`src/rtl/pipe_seg_fwd.sv`:
```
// pipe_seg_fwd: one pipeline segment that holds operand entries and
// applies register writeback forwarding to every value it stores.
//
// Optional feature macro: SEG_SKID_EN
//   defined   -> main + skid entry, in_ready is registered (!skid.vld)
//   undefined -> main entry only, in_ready = !main.vld || out_ready
//
// Ports
//   clk, resetn        clock, asynchronous active-low reset
//   flush              drop all held entries at the next edge
//   in_*               upstream valid/ready, payload, rs/rt indices, a/b values
//   out_*              downstream valid/ready, payload, rs/rt, a/b (from main)
//   wb_wen/wreg/wdata  WB_PORTS writeback ports, port k in slice k
//   out_count          number of valid held entries
module pipe_seg_fwd #(
  parameter int PAYLOAD_W = 256,
  parameter int WB_PORTS  = 2,
  parameter int REG_AW    = 5
) (
  input  logic                         clk,
  input  logic                         resetn,
  input  logic                         flush,
  input  logic                         in_valid,
  output logic                         in_ready,
  input  logic [PAYLOAD_W-1:0]         in_payload,
  input  logic [REG_AW-1:0]            in_rs,
  input  logic [REG_AW-1:0]            in_rt,
  input  logic [31:0]                  in_a,
  input  logic [31:0]                  in_b,
  output logic                         out_valid,
  input  logic                         out_ready,
  output logic [PAYLOAD_W-1:0]         out_payload,
  output logic [REG_AW-1:0]            out_rs,
  output logic [REG_AW-1:0]            out_rt,
  output logic [31:0]                  out_a,
  output logic [31:0]                  out_b,
  input  logic [WB_PORTS-1:0]          wb_wen,
  input  logic [WB_PORTS*REG_AW-1:0]   wb_wreg,
  input  logic [WB_PORTS*32-1:0]       wb_wdata,
  output logic [1:0]                   out_count
);

  typedef struct packed {
    logic                 vld;
    logic [PAYLOAD_W-1:0] payload;
    logic [REG_AW-1:0]    rs;
    logic [REG_AW-1:0]    rt;
    logic [31:0]          a;
    logic [31:0]          b;
  } ent_t;

  ent_t main_q, main_d, in_ent;
  logic push, pop;

  // Lowest-index matching port wins; r0 is never forwarded.
  function automatic logic [31:0] fwd(input logic [REG_AW-1:0] idx,
                                      input logic [31:0] val);
    logic [31:0] r;
    logic        hit;
    r   = val;
    hit = 1'b0;
    for (int k = 0; k < WB_PORTS; k++) begin
      if (!hit && wb_wen[k] && (wb_wreg[k*REG_AW +: REG_AW] == idx) && (idx != '0)) begin
        r   = wb_wdata[k*32 +: 32];
        hit = 1'b1;
      end
    end
    return r;
  endfunction

  // Forwarding applied to whatever entry lands in a register this edge.
  function automatic ent_t fwd_ent(input ent_t e);
    ent_t o;
    o   = e;
    o.a = fwd(e.rs, e.a);
    o.b = fwd(e.rt, e.b);
    return o;
  endfunction

  always_comb begin
    in_ent         = '0;
    in_ent.vld     = 1'b1;
    in_ent.payload = in_payload;
    in_ent.rs      = in_rs;
    in_ent.rt      = in_rt;
    in_ent.a       = in_a;
    in_ent.b       = in_b;
  end

  assign push = in_valid && in_ready;
  assign pop  = main_q.vld && out_ready;

`ifdef SEG_SKID_EN
  ent_t skid_q, skid_d;

  // Registered ready: no path from out_ready.
  assign in_ready = !skid_q.vld;

  always_comb begin
    main_d = main_q;
    skid_d = skid_q;
    if (pop) begin
      if (skid_q.vld) begin
        main_d = skid_q;
        skid_d = push ? in_ent : skid_q;
        skid_d.vld = push;
      end else begin
        main_d = push ? in_ent : main_q;
        main_d.vld = push;
      end
    end else if (push) begin
      if (!main_q.vld) main_d = in_ent;
      else             skid_d = in_ent;
    end
    main_d = fwd_ent(main_d);
    skid_d = fwd_ent(skid_d);
    if (flush) begin
      main_d.vld = 1'b0;
      skid_d.vld = 1'b0;
    end
  end

  always_ff @(posedge clk or negedge resetn) begin
    if (!resetn) skid_q <= '0;
    else         skid_q <= skid_d;
  end

  assign out_count = {1'b0, main_q.vld} + {1'b0, skid_q.vld};
`else
  assign in_ready = !main_q.vld || out_ready;

  always_comb begin
    main_d = main_q;
    if (push)     main_d = in_ent;
    else if (pop) main_d.vld = 1'b0;
    main_d = fwd_ent(main_d);
    if (flush) main_d.vld = 1'b0;
  end

  assign out_count = {1'b0, main_q.vld};
`endif

  always_ff @(posedge clk or negedge resetn) begin
    if (!resetn) main_q <= '0;
    else         main_q <= main_d;
  end

  assign out_valid   = main_q.vld;
  assign out_payload = main_q.payload;
  assign out_rs      = main_q.rs;
  assign out_rt      = main_q.rt;
  assign out_a       = main_q.a;
  assign out_b       = main_q.b;

endmodule

```
`config.mk`:
```
export PLATFORM = sky130hd
export DESIGN_NAME = pipe_seg_fwd
export DESIGN_NICKNAME = d
export VERILOG_FILES = /design/src/rtl/pipe_seg_fwd.sv
export SDC_FILE = /design/constraint.sdc
export NUM_CORES = 1
export LEC_CHECK = 0
export BUFFER_PORTS_ARGS = -buffer_cell sky130_fd_sc_hd__buf_2
export CORE_AREA = 2 2 289 291
export CTS_CLUSTER_SIZE = 14
export DETAILED_ROUTE_END_ITERATION = 12
export DIE_AREA = 0 0 291 293
export PLACE_DENSITY_LB_ADDON = 0.2
export SLEW_MARGIN = 10
export SYNTH_ARGS = -nofsm -noshare
export SYNTH_HDL_FRONTEND = slang
export SYNTH_SLANG_ARGS = --single-unit
export TNS_END_PERCENT = 100
```
`constraint.sdc`:
```
create_clock -name clk -period 3.27 [get_ports clk]
set_clock_uncertainty 0.1 [all_clocks]
set_input_delay 0.654 -clock clk [delete_from_list [all_inputs] [get_ports clk]]
set_output_delay 0.654 -clock clk [all_outputs]
set_load 0.02 [all_outputs]
```
## Yosys cells after proc, flatten, opt, wreduce, memory -nomap -nowiden

Cells that the tools add are included.

| word-level totals | value |
|---|---|
| word-level logic and storage cells | 41 |
| memories kept | 0 |
| RAM bits | 0 |
| flip-flop bits (word level) | 331 |
| bits in latches | 0 |
| input port bits | 411 |
| bits in read-only memories | 0 |

| operators by class | value |
|---|---|
| add/sub/neg operators | 0 |
| mux-type cells | 10 |
| bitwise operators | 0 |
| shifts and indexed selects | 0 |
| $lt $le $gt $ge | 0 |
| reductions and logical operators | 21 |
| $mul | 0 |
| equality and inequality tests | 4 |
| div/mod/pow operators | 0 |

Operators by type and width:

| operator | number |
|---|---|
| $mux 32 | 4 |
| $mux 74 | 1 |
| $eq 5x5->1 | 4 |
| $logic_and 1x1->1 | 12 |
| $reduce_bool 5->1 | 2 |
| $reduce_bool 3->1 | 3 |
| $mux 1 | 5 |
| $logic_not 1->1 | 3 |
| $logic_or 1x1->1 | 1 |

## Depth between registers and ports, before layout

Gate-level depths: netlist of the first run.

| logic depth | value |
|---|---|
| word-level depth | 13 |
| mapped depth | 12 |
| gate-level depth less buffers | 8 |

## Worst setup path after synthesis of the first run

No wires, ideal clock.

| timing | value |
|---|---|
| path type | input -> register |
| start point | input out_ready |
| end point | register main_q, in the netlist out_a[23] |
| setup time | 121 ps |
| arrival time | 2541 ps |
| stages | 11 |
| path slack | 508 ps |
| path through | nor2b_4 -> buf_6 -> inv_4 -> buf_6 -> a22oi_1 -> a31oi_1 -> or4_1 -> buf_4 -> buf_6 -> o311a_1 -> o22a_1 |

| on the way | value |
|---|---|
| word-level cells in the longest chain between the ends | 12 |

Ends and longest elaborated chain:

| item | RTL line | text |
|---|---|---|
| start, declared | 31 | `input logic out_ready,` |
| $logic_or 1x1->1 (*) | 130 | `assign in_ready = !main_q.vld \|\| out_ready;` |
| net in_ready | 24 | `output logic in_ready,` |
| $logic_and 1x1->1 (*) | 90 | `assign push = in_valid && in_ready;` |
| $mux 74 | 134 | `if (push) main_d = in_ent;` |
| $eq 5x5->1 | 63 | `if (!hit && wb_wen[k] && (wb_wreg[k*REG_AW +: REG_AW] == idx) && (idx != '0)) begin` |
| $logic_and 1x1->1 (2 in a row) | 63 |  |
| $mux 1 | 63 |  |
| $logic_not 1->1 | 63 |  |
| $logic_and 1x1->1 (3 in a row) | 63 |  |
| $reduce_bool 3->1 (no line) or $mux 32 (tied branches) | - |  |
| end signal, assigned | 145 | `else main_q <= main_d;` |
| end, declared | 52 | `ent_t main_q, main_d, in_ent;` |

The timed path passes the listed nets; every way through them passes the cells marked *. The select of a mux whose other input is x is not followed.
A chain may end at the register's enable or synchronous reset.

## Worst setup path after layout of the first run

| timing | value |
|---|---|
| start point | register main_q, in the netlist out_valid |
| end point | register main_q, in the netlist out_a[2] |

| on the way | value |
|---|---|
| word-level cells in the longest chain between the ends | 13 |

Ends and longest elaborated chain:

| item | RTL line |
|---|---|
| $logic_not 1->1 (*) | 130 |
| $logic_or 1x1->1 (*) | 130 |
| $logic_and 1x1->1 (*) | 90 |
| $mux 74 | 134 |
| $eq 5x5->1 | 63 |
| $logic_and 1x1->1 (2 in a row) | 63 |
| $mux 1 | 63 |
| $logic_not 1->1 | 63 |
| $logic_and 1x1->1 (3 in a row) | 63 |
| $reduce_bool 3->1 (no line) or $mux 32 (tied branches) | - |

Mark *: on every way between the ends. The rest lies on a longest branch, timed or not. The select of a mux whose other input is x is not followed.

==> impl_metrics.toml, run 1 <==
[cts]
cts.sinks = 331
root_buffer = "clkbuf_16"
numCtsBuffers = 44
cts_tree = "done"
cts_resized = 0
worstSkewPairLatency_ns = 0.56
cts_setup_buffers = 0
clk_pin_slew_ns = 0.05
ctsHtreeMaxLevel = 2
cts_buffer_depth = 3

[grt]
met2_usage_pct = 26.5
grt_pass1_vias = 15100
grt_overflow = 0
antenna_found_initial = 13
grt_use_met3_pct = 4.39
grt_pass1_wl_um = 97600
gr-max-usage-layer = "met2"
grt_max_degree = 176
use_met1_pct = 17.2
gr-usage-all-layers_pct = 14.9

[layout]
area_growth_pct = 45.2
fin_nets = 2813
fillers = 9112
fin_util_pct = 25.8
drive_gt1_share_pct = 35.5
final_area_um2 = 21100

[timing]
worst_slew_margin_rel_pct = 17.4
setup_ws_ns = 0.512
clock.fmax_mhz = 363
final-hold-violation-count = 0
grt_setup_unrepaired = "false"
setup_viol = 0
period_needed_ns = 2.76
slew_violations = 0
worstMarginPinSlew_ns = 1.24
min_period_over_period_pct = 84.3
fin_tns_setup_ns = 0

[logic_synthesis]
ys_async_sr_fraction_pct = 100
synth_area_per_cell_um2 = 8.57
synth.yosys.warnings = 0
syn_area_um2 = 14500
synth.yosys.seq_area_share_pct = 57.0
ys_seq_elements = 331
synth_top_area_share_pct = 57.0
syn_inst = 1695
synth_most_common_cell = "nand2_1"
yosys-top-cells-area = "dfrtp_1 (57%), nand2_1 (22%), clkbuf_1 (2.4%)"
synth_edf_count = 0
yosysTopAreaCell = "dfrtp_1"
ys_top_cells_by_count = "nand2_1 (852), dfrtp_1 (331), clkbuf_1 (94)"
synthesis.nets = 2106
ys.flop_type = "dfrtp_1"
synth_cell_type_count = 53

[drt]
wl_per_cell_um = 18.7
routed_wirelength_um = 65600
drt_iter0_markers = 674
route.detailed.drc = 0
ant_nets = 0
dr.pass1.iters = 5
via_per_inst = 4.18
vias = 14700

[flow_run]
drv_cap = 0

[critical_path]
cp_cell_sequence = "nor2b_4 -> nor2_4 -> a31oi_1 -> or4_2 -> buf_12 -> o311a_1 -> o22a_1"
critPathMaxFanout = 64
worstPathRequired_ns = 3.62
crit_type = "reg -> reg"
startpoint_type = "register"
critPathArrivalTime_ns = 3.11
cp_slowest_stage_delay_ns = 0.74
crit_path_end_kind = "register"
slowest_stage = "or4_2"

[die]
io_pins = 745
initial_core_util_pct = 17.7
coreArea_um2 = 81800
row_count = 105
die_y_um = 293
die_area_um2 = 85300
die_w_um = 291

[placed_design]
placed_area_um2 = 19600
port-buffer-count = 743
gp_congestion = 0.902
place_hpwl_um = 49200
dp_slack_ns = 0.189

[power_and_ir_drop]
p_leak_nw = 11.2
cellPowerDensity_nw_per_um2 = 597
vdd_drop_max_v = 0.000335

[outcome]
outcome = "finished, final reports clean"

[hold_path]
hold_path_class = "in -> reg"
## state kept, by name, summed over array words and instances, names as in the netlist
register and flops:
out_b 32, out_a 32, out_payload 256, out_rs 5
out_rt 5, out_valid 1
## area by class of cell
cell class	count	area, µm²	area share (%)
clock inverter	18	205	0.973
clock buffer	64	1300	6.14
timing repair buffer	777	4170	19.8
multi-input combinational	1208	5630	26.7
antenna	5	12.5	0.0593
sequential	331	8280	39.3
inverter	40	153	0.724
tap	1070	1340	6.35
## critical path, delay by kind of cell, from the launching register on
| kind | cells | cell delay (ns) |
|---|---|---|
| DFF | 1 | 0.39 |
| buffers and inverters | 1 | 0.23 |
| AOI/OAI and AO/OA | 3 | 0.67 |
| and+or+nand+nor | 3 | 1.20 |
## timing repair
action                     4_1_cts  5_1_grt
hold buffers                     1        0
hold endpoints to repair        51        0
setup endpoints to repair        0        0
## routing by layer
layer,routed length [µm],vias up
met1,25400,7082
met5,41,-
met3,5170,101
li1,-,6925
met4,1660,6
met2,33300,576
## report_power, final
part / internal (W) / switching [W]
logic: 0.000920 / 0.00180
clock network: 0.00301 / 0.00196
registers: 0.00460 / 0.000312
total: 0.00853 / 0.00407
## layout by cell type (no fill, tap or decap), types with 15 or more instances in the layout
| cell | Yosys | layout |
|---|---|---|
| o22a_1 | 32 | 32 |
| buf_4 | 4 | 18 |
| nand2_1 | 852 | 852 |
| buf_12 | 0 | 15 |
| nor2_1 | 74 | 72 |
| inv_1 | 38 | 38 |
| o311ai_0 | 31 | 31 |
| clkbuf_16 | 0 | 44 |
| o311a_1 | 32 | 32 |
| or3_1 | 30 | 30 |
| nor4_1 | 35 | 35 |
| dfrtp_1 | 331 | 331 |
| buf_2 | 7 | 742 |
| a21oi_1 | 39 | 39 |
## cells by family after synthesis
logic type	share of synthesized area, %
multiplexers	0.146
flip-flops	57.0
buffers and inverters	4.52
XOR/XNOR	0.844
AND/OR/NAND/NOR	28.1
other	0.0258
AO/OA/AOI/OAI	9.35
## stage by stage
step	total power, W	std cells	hold slack, ns
finish	0.0126	3513	0.162
detailed placement	0.00774	3425	0.356
global route	0.0133	3510	0.115
global placement	0.00772	3425	0.352
floorplan	0.00636	1695	0.258
CTS	0.0128	3508	0.115
## worst paths after layout
kind,startpoint,endpoint,slack (ns),depth (start not counted)
max in group asynchronous,resetn,out_payload[221],1.56,3
worst min-delay path,flush,out_valid,0.16,2
worst max-delay path,out_valid,out_a[2],0.51,7
worst min register to register,out_payload[50],out_payload[50],0.37,2
min in group asynchronous,resetn,out_b[13],0.55,2
worst max register to register,out_valid,out_a[2],0.51,7
Note: power is estimated with default switching activity, not from simulation.
==> run 2: changes to the inputs <==
CORE_AREA = 2 2 288 290   (was 2 2 289 291)
DIE_AREA = 0 0 290 292   (was 0 0 291 293)
clock period = 2.5 ns   (was 3.27 ns; I/O delays follow)
==> impl_metrics.toml, run 2 (same netlist as run 1, synthesis figures left out) <==
[drt]
ant_nets = 0
routed_wirelength_um = 70100
wl_per_cell_um = 18.4
drt_iter0_markers = 726
vias = 16000
dr.pass1.iters = 5
via_per_inst = 4.19
route.detailed.drc = 0

[layout]
largest_reg_flops = 256
final_area_um2 = 24900
drive_gt1_share_pct = 37.6
final_cell_mix = "nand2_1 (851), buf_2 (742), dfrtp_1 (330)"
area_growth_pct = 71.7
fin_util_pct = 30.6
final_common_cell = "nand2_1"
fin_nets = 3119

[placed_design]
place_hpwl_um = 48300
placed_area_um2 = 20000
gp_congestion = 0.892
port-buffer-count = 743

[die]
initial_core_util_pct = 17.8
row_count = 105
die_y_um = 292
die_area_um2 = 84700
coreArea_um2 = 81600
die_w_um = 290
io_pins = 745

[grt]
antenna_found_initial = 9
gr-usage-all-layers_pct = 15.3
grt_pass1_vias = 16700
grt_pass1_wl_um = 101000
grt_overflow = 0
grt_max_degree = 143

[outcome]
outcome = "finished, violations left"
violations = "negative setup slack"

[critical_path]
startpoint_type = "register"
critPathMaxFanout = 14
crit_type = "reg -> reg"
regToRegSetupSlack_ns = -0.22
r2r_start = "out_valid"
worstPathRequired_ns = 2.84
cp-startpoint = "out_valid"
r2r-end = "out_a[13]"
critPathArrivalTime_ns = 3.06
reg2reg_depth = 9
crit_path_end_kind = "register"

[power_and_ir_drop]
vdd_drop_max_v = 0.000429
total_power_w = 0.0171
cellPowerDensity_nw_per_um2 = 685
p_leak_nw = 12.9

[timing]
worst_slew_margin_rel_pct = 40.7
clock.fmax_mhz = 367
setup_viol = 64
final-hold-violation-count = 0
min_period_over_period_pct = 109
slew_violations = 0
setup_ws_ns = -0.224
worstMarginPinSlew_ns = 0.890
period_needed_ns = 2.72
grt_setup_unrepaired = "true"
fin_hold_ws_ns = 0.0509

[cts]
cts.sinks = 331
ctsHtreeMaxLevel = 2
numCtsBuffers = 43
worstSkewPairLatency_ns = 0.56
root_buffer = "clkbuf_16"
clk_pin_slew_ns = 0.06
cts_buffer_depth = 3
cts_tree = "done"

[hold_path]
min_to = "out_payload[188]"
hold_path_class = "in -> reg"
min_from = "in_payload[188]"
whs_path_depth = 3

[flow_run]
drv_cap = 0
[run 2: per-layer routing]
metal / GRT usage (%) / vias up / wire, µm
met5: 0 / - / 33
met4: 5.17 / 6 / 2470
met3: 3.75 / 152 / 4680
met2: 27.1 / 635 / 35000
met1: 18.1 / 7680 / 27900
li1: - / 7529 / -
[run 2: power breakdown]
group | internal, W | leakage (nW) | total, W | switching, W
Sequential | 0.00602 | 3.98 | 0.00642 | 0.000398
Clock | 0.00389 | 0.718 | 0.00644 | 0.00255
Combinational | 0.00167 | 8.20 | 0.00423 | 0.00256
Total | 0.0116 | 12.9 | 0.0171 | 0.00550
[run 2: worst max-delay path, stage by stage, from the launching register on]
cell and delay [ns]:
dfrtp_2 0.39, nor2b_4 0.14, buf_6 0.12, buf_4 0.13, o211ai_1 0.20, o211ai_1 0.13, or4_4 0.64, clkbuf_16 0.23
o311a_1 0.34, o22a_1 0.17
[run 2: how the worst max path moves through the flow]
stage,to,slack [ns],depth (start not counted)
finish,out_a[13],-0.22,9
detailed placement,out_a[7],-0.41,10
global placement,out_a[9],-0.41,9
CTS,out_a[7],-0.20,12
global route,out_b[28],-0.29,12
floorplan,out_a[23],-0.08,11
[run 2: layout make-up]
| type | instances | area (µm²) |
|---|---|---|
| clock buffer | 61 | 1240 |
| antenna | 4 | 10.0 |
| tap | 1070 | 1340 |
| timing repair buffer | 1084 | 7500 |
| fill | 8730 | 56600 |
| multi-input combinational | 1208 | 6190 |
| inverter | 40 | 155 |
| sequential | 331 | 8280 |
| clock inverter | 17 | 210 |
[run 2: what timing repair did]
item,CTS,global route
hold endpoints to repair,232,0
buffers inserted,10,9
setup endpoints to repair,64,64
cloned,5,17
resized for setup,52,104
pin swaps,0,21
hold buffers,210,0
[run 2: stage by stage]
| step | instances | TNS, ns | worst slack (ns) |
|---|---|---|---|
| 6_report | 3815 | -10.82 | -0.224 |
| 5_1_grt | 3813 | -16.26 | -0.289 |
| 4_1_cts | 3786 | -7.99 | -0.203 |
| 3_5_place_dp | 3483 | -31.51 | -0.409 |
| 3_3_place_gp | 3483 | -29.06 | -0.408 |
| 2_1_floorplan | 1695 | -2.29 | -0.0817 |
